`src/rtl/bus_ad_rtc_pkg.sv`:
```
// Shared definitions for the RTC multiplexed address/data bus driver.
package bus_ad_rtc_pkg;

   localparam int ANCHO_DEF = 8;

   typedef enum logic [2:0] {
      IDLE      = 3'd0,
      ADDR      = 3'd1,
      ADDR_HOLD = 3'd2,
      GAP       = 3'd3,
      DATA_W    = 3'd4,
      DATA_HOLD = 3'd5,
      DATA_R    = 3'd6,
      DONE      = 3'd7
   } estado_t;

   // True when the state wants the pads driven; hold states stop driving
   // in the cycle their counter has run out.
   function automatic logic conduce(input estado_t e, input logic cnt_cero);
      case (e)
         ADDR, DATA_W:         conduce = 1'b1;
         ADDR_HOLD, DATA_HOLD: conduce = ~cnt_cero;
         default:              conduce = 1'b0;
      endcase
   endfunction

endpackage

```
`src/rtl/bus_ad_rtc_detector_flancos.sv`:
```
// Registers a 1-bit strobe once and flags its rising and falling edges.
module detector_flancos
   import bus_ad_rtc_pkg::*;
#(
   parameter logic INIT = 1'b1
)(
   input  logic clk,
   input  logic rst,
   input  logic x,
   output logic rise,
   output logic fall
);

   logic x_p1;

   // Previous copy of the strobe; resets to the idle (inactive-high) level
   // so no spurious edge appears right after reset.
   always_ff @(posedge clk) begin
      if (rst) x_p1 <= INIT;
      else     x_p1 <= x;
   end

   assign rise = ~x_p1 & x;
   assign fall = x_p1 & ~x;

endmodule

```
`src/rtl/bus_ad_rtc.sv`:
```
// RTC parallel-port AD bus driver: drives address, then write data or
// captures read data, following the strobes of the signal generator.
module bus_ad_rtc
   import bus_ad_rtc_pkg::*;
#(
   parameter int ANCHO = ANCHO_DEF,
   parameter int HOLD  = 1
)(
   input  logic             reloj,
   input  logic             resetM,
   input  logic             enable_cont_32,
   input  logic             CS,
   input  logic             RD,
   input  logic             WR,
   input  logic             A_D,
   input  logic             LE,
   input  logic [ANCHO-1:0] dir,
   input  logic [ANCHO-1:0] dato_wr,
   input  logic [ANCHO-1:0] AD_in,
   output logic [ANCHO-1:0] AD_out,
   output logic             AD_oe,
   output logic [ANCHO-1:0] dato_rd,
   output logic             dato_rd_valid,
   output logic             fin_trans,
   output logic             error_trans
);

   localparam int CW = (HOLD < 1) ? 1 : $clog2(HOLD + 1);

   estado_t          estado, estado_sig;
   logic [CW-1:0]    cnt, cnt_sig;
   logic [ANCHO-1:0] dir_q, dato_wr_q;
   logic             le_q;
   logic             carga_wr, captura_rd;
   logic             rise_cs, fall_cs, rise_rd, fall_rd, rise_ad, fall_ad;
   logic             unused_sig;

   // WR carries no information beyond CS for this driver.
   assign unused_sig = ^{fall_rd, fall_ad, WR};

   detector_flancos u_det_cs (.clk(reloj), .rst(resetM), .x(CS),  .rise(rise_cs), .fall(fall_cs));
   detector_flancos u_det_rd (.clk(reloj), .rst(resetM), .x(RD),  .rise(rise_rd), .fall(fall_rd));
   detector_flancos u_det_ad (.clk(reloj), .rst(resetM), .x(A_D), .rise(rise_ad), .fall(fall_ad));

   // State and hold-counter registers.
   always_ff @(posedge reloj) begin
      if (resetM) begin
         estado <= IDLE;
         cnt    <= '0;
      end else begin
         estado <= estado_sig;
         cnt    <= cnt_sig;
      end
   end

   // Next state; a start pulse overrides whatever edge arrives with it.
   always_comb begin
      estado_sig = estado;
      cnt_sig    = cnt;
      carga_wr   = 1'b0;
      captura_rd = 1'b0;
      if (enable_cont_32) begin
         estado_sig = ADDR;
      end else begin
         case (estado)
            IDLE: estado_sig = IDLE;
            ADDR: begin
               if (rise_ad) begin
                  estado_sig = ADDR_HOLD;
                  cnt_sig    = CW'(HOLD);
               end
            end
            ADDR_HOLD: begin
               if (cnt == '0) estado_sig = GAP;
               else           cnt_sig    = cnt - CW'(1);
            end
            GAP: begin
               if (fall_cs) begin
                  if (le_q) begin
                     estado_sig = DATA_R;
                  end else begin
                     estado_sig = DATA_W;
                     carga_wr   = 1'b1;
                  end
               end
            end
            DATA_W: begin
               if (rise_cs) begin
                  estado_sig = DATA_HOLD;
                  cnt_sig    = CW'(HOLD);
               end
            end
            DATA_HOLD: begin
               if (cnt == '0) estado_sig = DONE;
               else           cnt_sig    = cnt - CW'(1);
            end
            DATA_R: begin
               if (rise_rd) begin
                  estado_sig = DONE;
                  captura_rd = 1'b1;
               end
            end
            DONE:    estado_sig = IDLE;
            default: estado_sig = IDLE;
         endcase
      end
   end

   // Holding registers, pad value, read capture and sticky abort flag.
   always_ff @(posedge reloj) begin
      if (resetM) begin
         dir_q         <= '0;
         dato_wr_q     <= '0;
         le_q          <= 1'b0;
         AD_out        <= '0;
         dato_rd       <= '0;
         dato_rd_valid <= 1'b0;
         error_trans   <= 1'b0;
      end else begin
         dato_rd_valid <= captura_rd;
         if (enable_cont_32) begin
            dir_q     <= dir;
            dato_wr_q <= dato_wr;
            le_q      <= LE;
            AD_out    <= dir;
            if (estado != IDLE) error_trans <= 1'b1;
         end
         if (carga_wr)   AD_out  <= dato_wr_q;
         if (captura_rd) dato_rd <= AD_in;
      end
   end

   // RD low means the RTC may be driving the pads, so it always wins.
   assign AD_oe     = RD & conduce(estado, cnt == '0);
   assign fin_trans = (estado == DONE);

endmodule

```
`config.mk`:
```
export PLATFORM = sky130hd
export DESIGN_NAME = bus_ad_rtc
export DESIGN_NICKNAME = d
export VERILOG_FILES = /design/src/rtl/bus_ad_rtc_pkg.sv /design/src/rtl/bus_ad_rtc_detector_flancos.sv /design/src/rtl/bus_ad_rtc.sv
export SDC_FILE = /design/constraint.sdc
export NUM_CORES = 1
export LEC_CHECK = 0
export CAP_MARGIN = 20
export CORE_ASPECT_RATIO = 1.2
export CORE_MARGIN = 2
export CORE_UTILIZATION = 44
export CTS_CLUSTER_SIZE = 8
export DETAILED_ROUTE_END_ITERATION = 6
export GPL_ROUTABILITY_DRIVEN = 0
export PLACE_DENSITY = 0.79
export SYNTH_ARGS = -nofsm -noshare
export SYNTH_HDL_FRONTEND = slang
export SYNTH_SLANG_ARGS = --single-unit
export TNS_END_PERCENT = 10
```
`constraint.sdc`:
```
create_clock -name reloj -period 2.1 [get_ports reloj]
set_input_delay 0.315 -clock reloj [delete_from_list [all_inputs] [get_ports reloj]]
set_output_delay 0.315 -clock reloj [all_outputs]
set_load 0.01 [all_outputs]
```
* Word level (Yosys, flattened, before mapping)
Cells that the tools add are included.
** Word-level totals
- Word-level logic and storage cells :: 77
- Input bits :: 32
- Register bits after elaboration :: 34
- Output and inout bits :: 20
** Operators by class
- Bitwise operators :: 10
- Multiplexer cells :: 23
- Equal/unequal tests :: 19
- Add/sub/neg operators :: 1
- Reductions and logical operators :: 12
** Operators with widths (number)
- one-hot mux 3 bit (7 select lines) :: 1
- two-way mux 3 bit :: 6
- != test 3 bit (second input constant) :: 6
- two-way mux 8 bit :: 2
- equality test 3 bit (second input constant) :: 4
- != test 2 bit (second input constant) :: 6
- AND reduction 6 bit :: 2
- two-way mux 1 bit :: 11
- OR reduction 2 bit :: 4
- equality test 3 x 2 -> 1 bit (second input constant) :: 2
- nonzero test 3 bit :: 2
- AND 1 bit :: 5
- NOT 1 bit :: 5
- AND reduction 4 bit :: 1
- equality test 3 x 1 -> 1 bit (second input constant) :: 1
- logical NOT 3 bit :: 1
- one-hot mux 1 bit (3 select lines) :: 1
- two-way mux 2 bit :: 1
- one-hot mux 1 bit (2 select lines) :: 1
- AND reduction 2 bit :: 1
- nonzero test 2 bit :: 1
- subtractor 1 bit (second input constant) :: 1

* Longest topological paths before layout
- Word-level depth :: 6
- Gate-level depth with buffers :: 5
- Mapped depth without buffers :: 4

* Modules after synthesis
Synthesis repeated with hierarchy kept, for this count alone.
** Unflattened totals
- Cell total of the unflattened synthesis :: 150
- Area, all modules :: 1463.9 sq um
** Modules (own cells, without submodules)
- bus_ad_rtc :: instances 1, cells each 138, area each 1343.8 sq um
- detector_flancos :: instances 3, cells each 4, area each 40.0 sq um

* Worst setup path after synthesis
No wires, ideal clock.
- Path kind :: reg2reg
- Start point :: register estado[2]
- End point :: register estado[1]
- Arrival :: 1441 ps
- Stages on the path, launching flop included :: 5
- Library setup time :: 81 ps
- Required time :: 2019 ps
- Path buffers :: 0
- Slack :: 578 ps
- Cell sequence :: dfxtp_1 and3b_1 a32o_2 or4_4 a211oi_2
** Between the ends
- Longest elaborated chain between the ends :: 3
- Elaborated cells between the ends (all ways) :: 17
** Ends and longest elaborated chain
- start: declaration :: line bus_ad_rtc.sv:30 : estado_t estado, estado_sig;
- start signal: assignment :: line bus_ad_rtc.sv:51 : estado <= estado_sig;
- equality test 3 bit (tied with other cells) :: line bus_ad_rtc.sv:65 : case (estado)
- OR reduction 2 bit (no source line) / != test 2 bit (equally long branches)
- one-hot mux 3 bit (7 select lines) / AND reduction 6 bit (equally long branches)
Parallel ways exist; a longest one is shown, timed or not.
A chain may end at the register's enable or synchronous reset.

* Worst setup path after layout
- Start point :: register estado[1]
- End point :: output port fin_trans
** Between the ends
- Longest elaborated chain between the ends :: 1
** Ends and longest elaborated chain
- equality test 3 bit :: line bus_ad_rtc.sv:135 : assign fin_trans = (estado == DONE);
- end: declaration :: line bus_ad_rtc.sv:24 : output logic fin_trans,
Every way passes these cells.

==> flow_summary.ini <==
[setup_path]
crit_slowest_cell = clkdlybuf4s50_1
start_kind = flop
worstSetupEndpoint = fin_trans
crit_buf_inv = 1
startpoint = estado[1]$_SDFFE_PP0P_
r2r_slack_ns = 0.18
timing.rr.end = estado[1]$_SDFFE_PP0P_
max_stage_delay_ns = 0.55
criticalPathCategory = reg -> out
crit_chain = nand2_1 > nor2_1 > clkdlybuf4s50_1
regToRegStartpoint = estado[0]$_SDFFE_PP0P_
worstPathRequired_ns = 1.78
endpoint_kind = primary output
r2r_cells = 6
cp.arrival_ns = 1.66
cp_max_fo = 9
worst-path-stages = 3
path_delay_family = buffers and inverters

[grt]
grt_pass1_wl_um = 5802
grt-ovfl-total = 0
grt.total_usage_pct = 20.04
grt_pass1_vias = 1305
grt_max_degree = 18
grt_antenna_before_repair = 0

[sta]
tightest_slew_ns = 0.4809
period_needed_ns = 1.976
finalMaxSlewViolations = 0
fin_skew_ns = 0.007173
slew_headroom_pct = 67.94
final-hold-violation-count = 0
finalSetupViolations = 0
layout_worst_path_cycle_share_pct = 94.07
rsz0062_at_grt = false
clock.fmax_ghz = 0.5062
layout_setup_ws_ns = 0.1245
fin_tns_setup_ns = 0

[floorplanning]
dieArea_mm2 = 0.003800
die_h_um = 67.13
start_util_pct = 46.98
pin_count = 52
core_area_mm2 = 0.003110
rows = 22
die_x_um = 56.61

[clock_network]
cts_sinks = 34
hold_buffers = 0
htreeDepth = 2
cts_inserted_buffers = 5
cts_root_buf = clkbuf_4
path_clk_slew_ns = 0.10
cts_max_path_buffers = 2
cts_tree = built
clock_latency_ns = 0.33

[synth]
synth_nets = 187
synth-seq-cells = 34
synth.area.mux_share_pct = 17.12
synth_top_family_by_area = simple AND/OR/NAND/NOR gates
synth-simple-area-share_pct = 20.03
postSynthAreaPerCell_um2 = 9.428
yosysTopAreaCell = dfxtp_1
synthCells = 155
synthXorXnorAreaFrac_pct = 0.5993
synth_warnings = 0
ys_seq_area_share_pct = 46.58
synth_fa_ha_area_share_pct = 0
synth-compound-area-share_pct = 11.13
yosysUniqueCellTypes = 35
yosysTopAreaCellShare_pct = 46.58
netlist_area_mm2 = 0.001461
synth.area.top_cells = dfxtp_1 47%, mux2i_1 17%, nor2_1 7.7%

[power]
peakVddDrop_v = 0.0005226
leakagePower_uw = 0.0009250
powerDensity_mw_per_mm2 = 619.9

[finish]
diodes = 0
utilization_pct = 66.85
area_delta_synth_final_pct = 42.29
drive_gt1_share_pct = 12.02
final_area_mm2 = 0.002079
fin_nets = 239
final_cells = 244
final_cell_mix = 49 x clkdlybuf4s50_1, 32 x dfxtp_1, 30 x nor2_1
final_common_cell = clkdlybuf4s50_1

[route]
drt-initial-drc-count = 20
firstDrtPassIters = 4
wl_per_cell_um = 14.31
postRouteAntennaNets = 0
via_per_inst = 5.352
drc = 0
finalWirelength_um = 3492
route.vias.total = 1306

[run]
drv_cap = 0

[place]
hpwl_um = 2475
place_area_mm2 = 0.001993
pre_cts_ws_ns = 0.06202
port_buffers = 50
dp.cells = 234

[min_path]
hold_class = reg -> reg
whs_path_depth = 2

[status]
status = completed
## where the power goes
| part | switching (uW) | internal, uW | total (uW) |
|---|---|---|---|
| clock | 220 | 161 | 381 |
| sequential | 19.6 | 676 | 695 |
| combinational | 86.4 | 127 | 213 |
| total | 326 | 963 | 1290 |
## cell families (layout without fill, tap and decap cells)
kind of cell | count (synthesis) | in the layout
simple gates | 57 | 57
flops | 34 | 34
mux | 25 | 25
compound gates | 22 | 22
buf+inv | 16 | 69
xor+xnor | 1 | 1
## registers in the layout (all words and copies together) (netlist names), 3 cells and up
name       count
AD_out         8
dato_wr_q      8
estado         3
dato_rd        8
## cells in the mapped netlist (all sizes together)
cell,n
and3,2
nand2,2
buf,6
a32o,1
xnor2,1
and3b,1
o21a,1
nand3b,2
or4,3
o31a,1
o21ai,4
nand2b,3
or3,1
a221oi,1
a31oi,1
mux2i,25
o22ai,1
or3b,2
dfxtp,34
a211oi,9
o31ai,2
nand3,1
a21oi,1
nor3,3
or4b,1
clkbuf,6
clkinv,1
or2,3
inv,3
nor2,30
nor2b,3
## layout make-up
cell class / instances / area, um^2
Clock buffer: 6 / 51.30
Timing Repair Buffer: 57 / 555.5
Sequential cell: 34 / 685.7
Fill cell: 255 / 1031
Clock inverter: 2 / 12.51
Inverter: 4 / 15.01
Multi-Input combinational cell: 105 / 714.4
Tap cell: 36 / 45.04
## routing by layer
metal / wire length (um) / vias up / GRT usage (%) / share of wire (%)
li1: - / 644 / - / -
met4: 70 / 0 / 10.42 / 2.0
met5: 0 / - / 0 / 0
met1: 1357 / 612 / 21.81 / 39
met2: 1848 / 41 / 34.74 / 53
met3: 217 / 9 / 6.705 / 6.2
## worst min-delay path, delay by kind of cell, from the launching register on
kind / cells / cell delay, ns
and+or+nand+nor: 1 / 0.07
DFF: 1 / 0.35
AOI/OAI and AO/OA: 1 / 0.04
## metrics by stage
step | hold slack, ns | power, uW
6_report | 0.4887 | 1289
2_1_floorplan | 0.4216 | 806.8
5_1_grt | 0.5224 | 1369
3_3_place_gp | 0.4671 | 907.4
4_1_cts | 0.4946 | 1303
3_5_place_dp | 0.4709 | 915.2
## worst min-delay path by stage
| stage | slack, ns | from | to |
|---|---|---|---|
| 3_3_place_gp | 0.47 | error_trans$_SDFFE_PP0P_ | error_trans$_SDFFE_PP0P_ |
| 6_report | 0.49 | error_trans$_SDFFE_PP0P_ | error_trans$_SDFFE_PP0P_ |
| 2_1_floorplan | 0.42 | A_D | u_det_ad.x_p1$_SDFF_PP1_ |
| 5_1_grt | 0.52 | error_trans$_SDFFE_PP0P_ | error_trans$_SDFFE_PP0P_ |
| 3_5_place_dp | 0.47 | error_trans$_SDFFE_PP0P_ | error_trans$_SDFFE_PP0P_ |
| 4_1_cts | 0.49 | error_trans$_SDFFE_PP0P_ | error_trans$_SDFFE_PP0P_ |
## what timing repair did
| item | CTS | global route |
|---|---|---|
| setup endpoints to repair | 2 | 1 |
| gates resized for setup | 3 | 1 |
| hold endpoints to repair | 0 | 0 |
| gates cloned | 0 | 0 |
| setup buffers | 2 | 0 |
(Power assumes the default switching activity.)
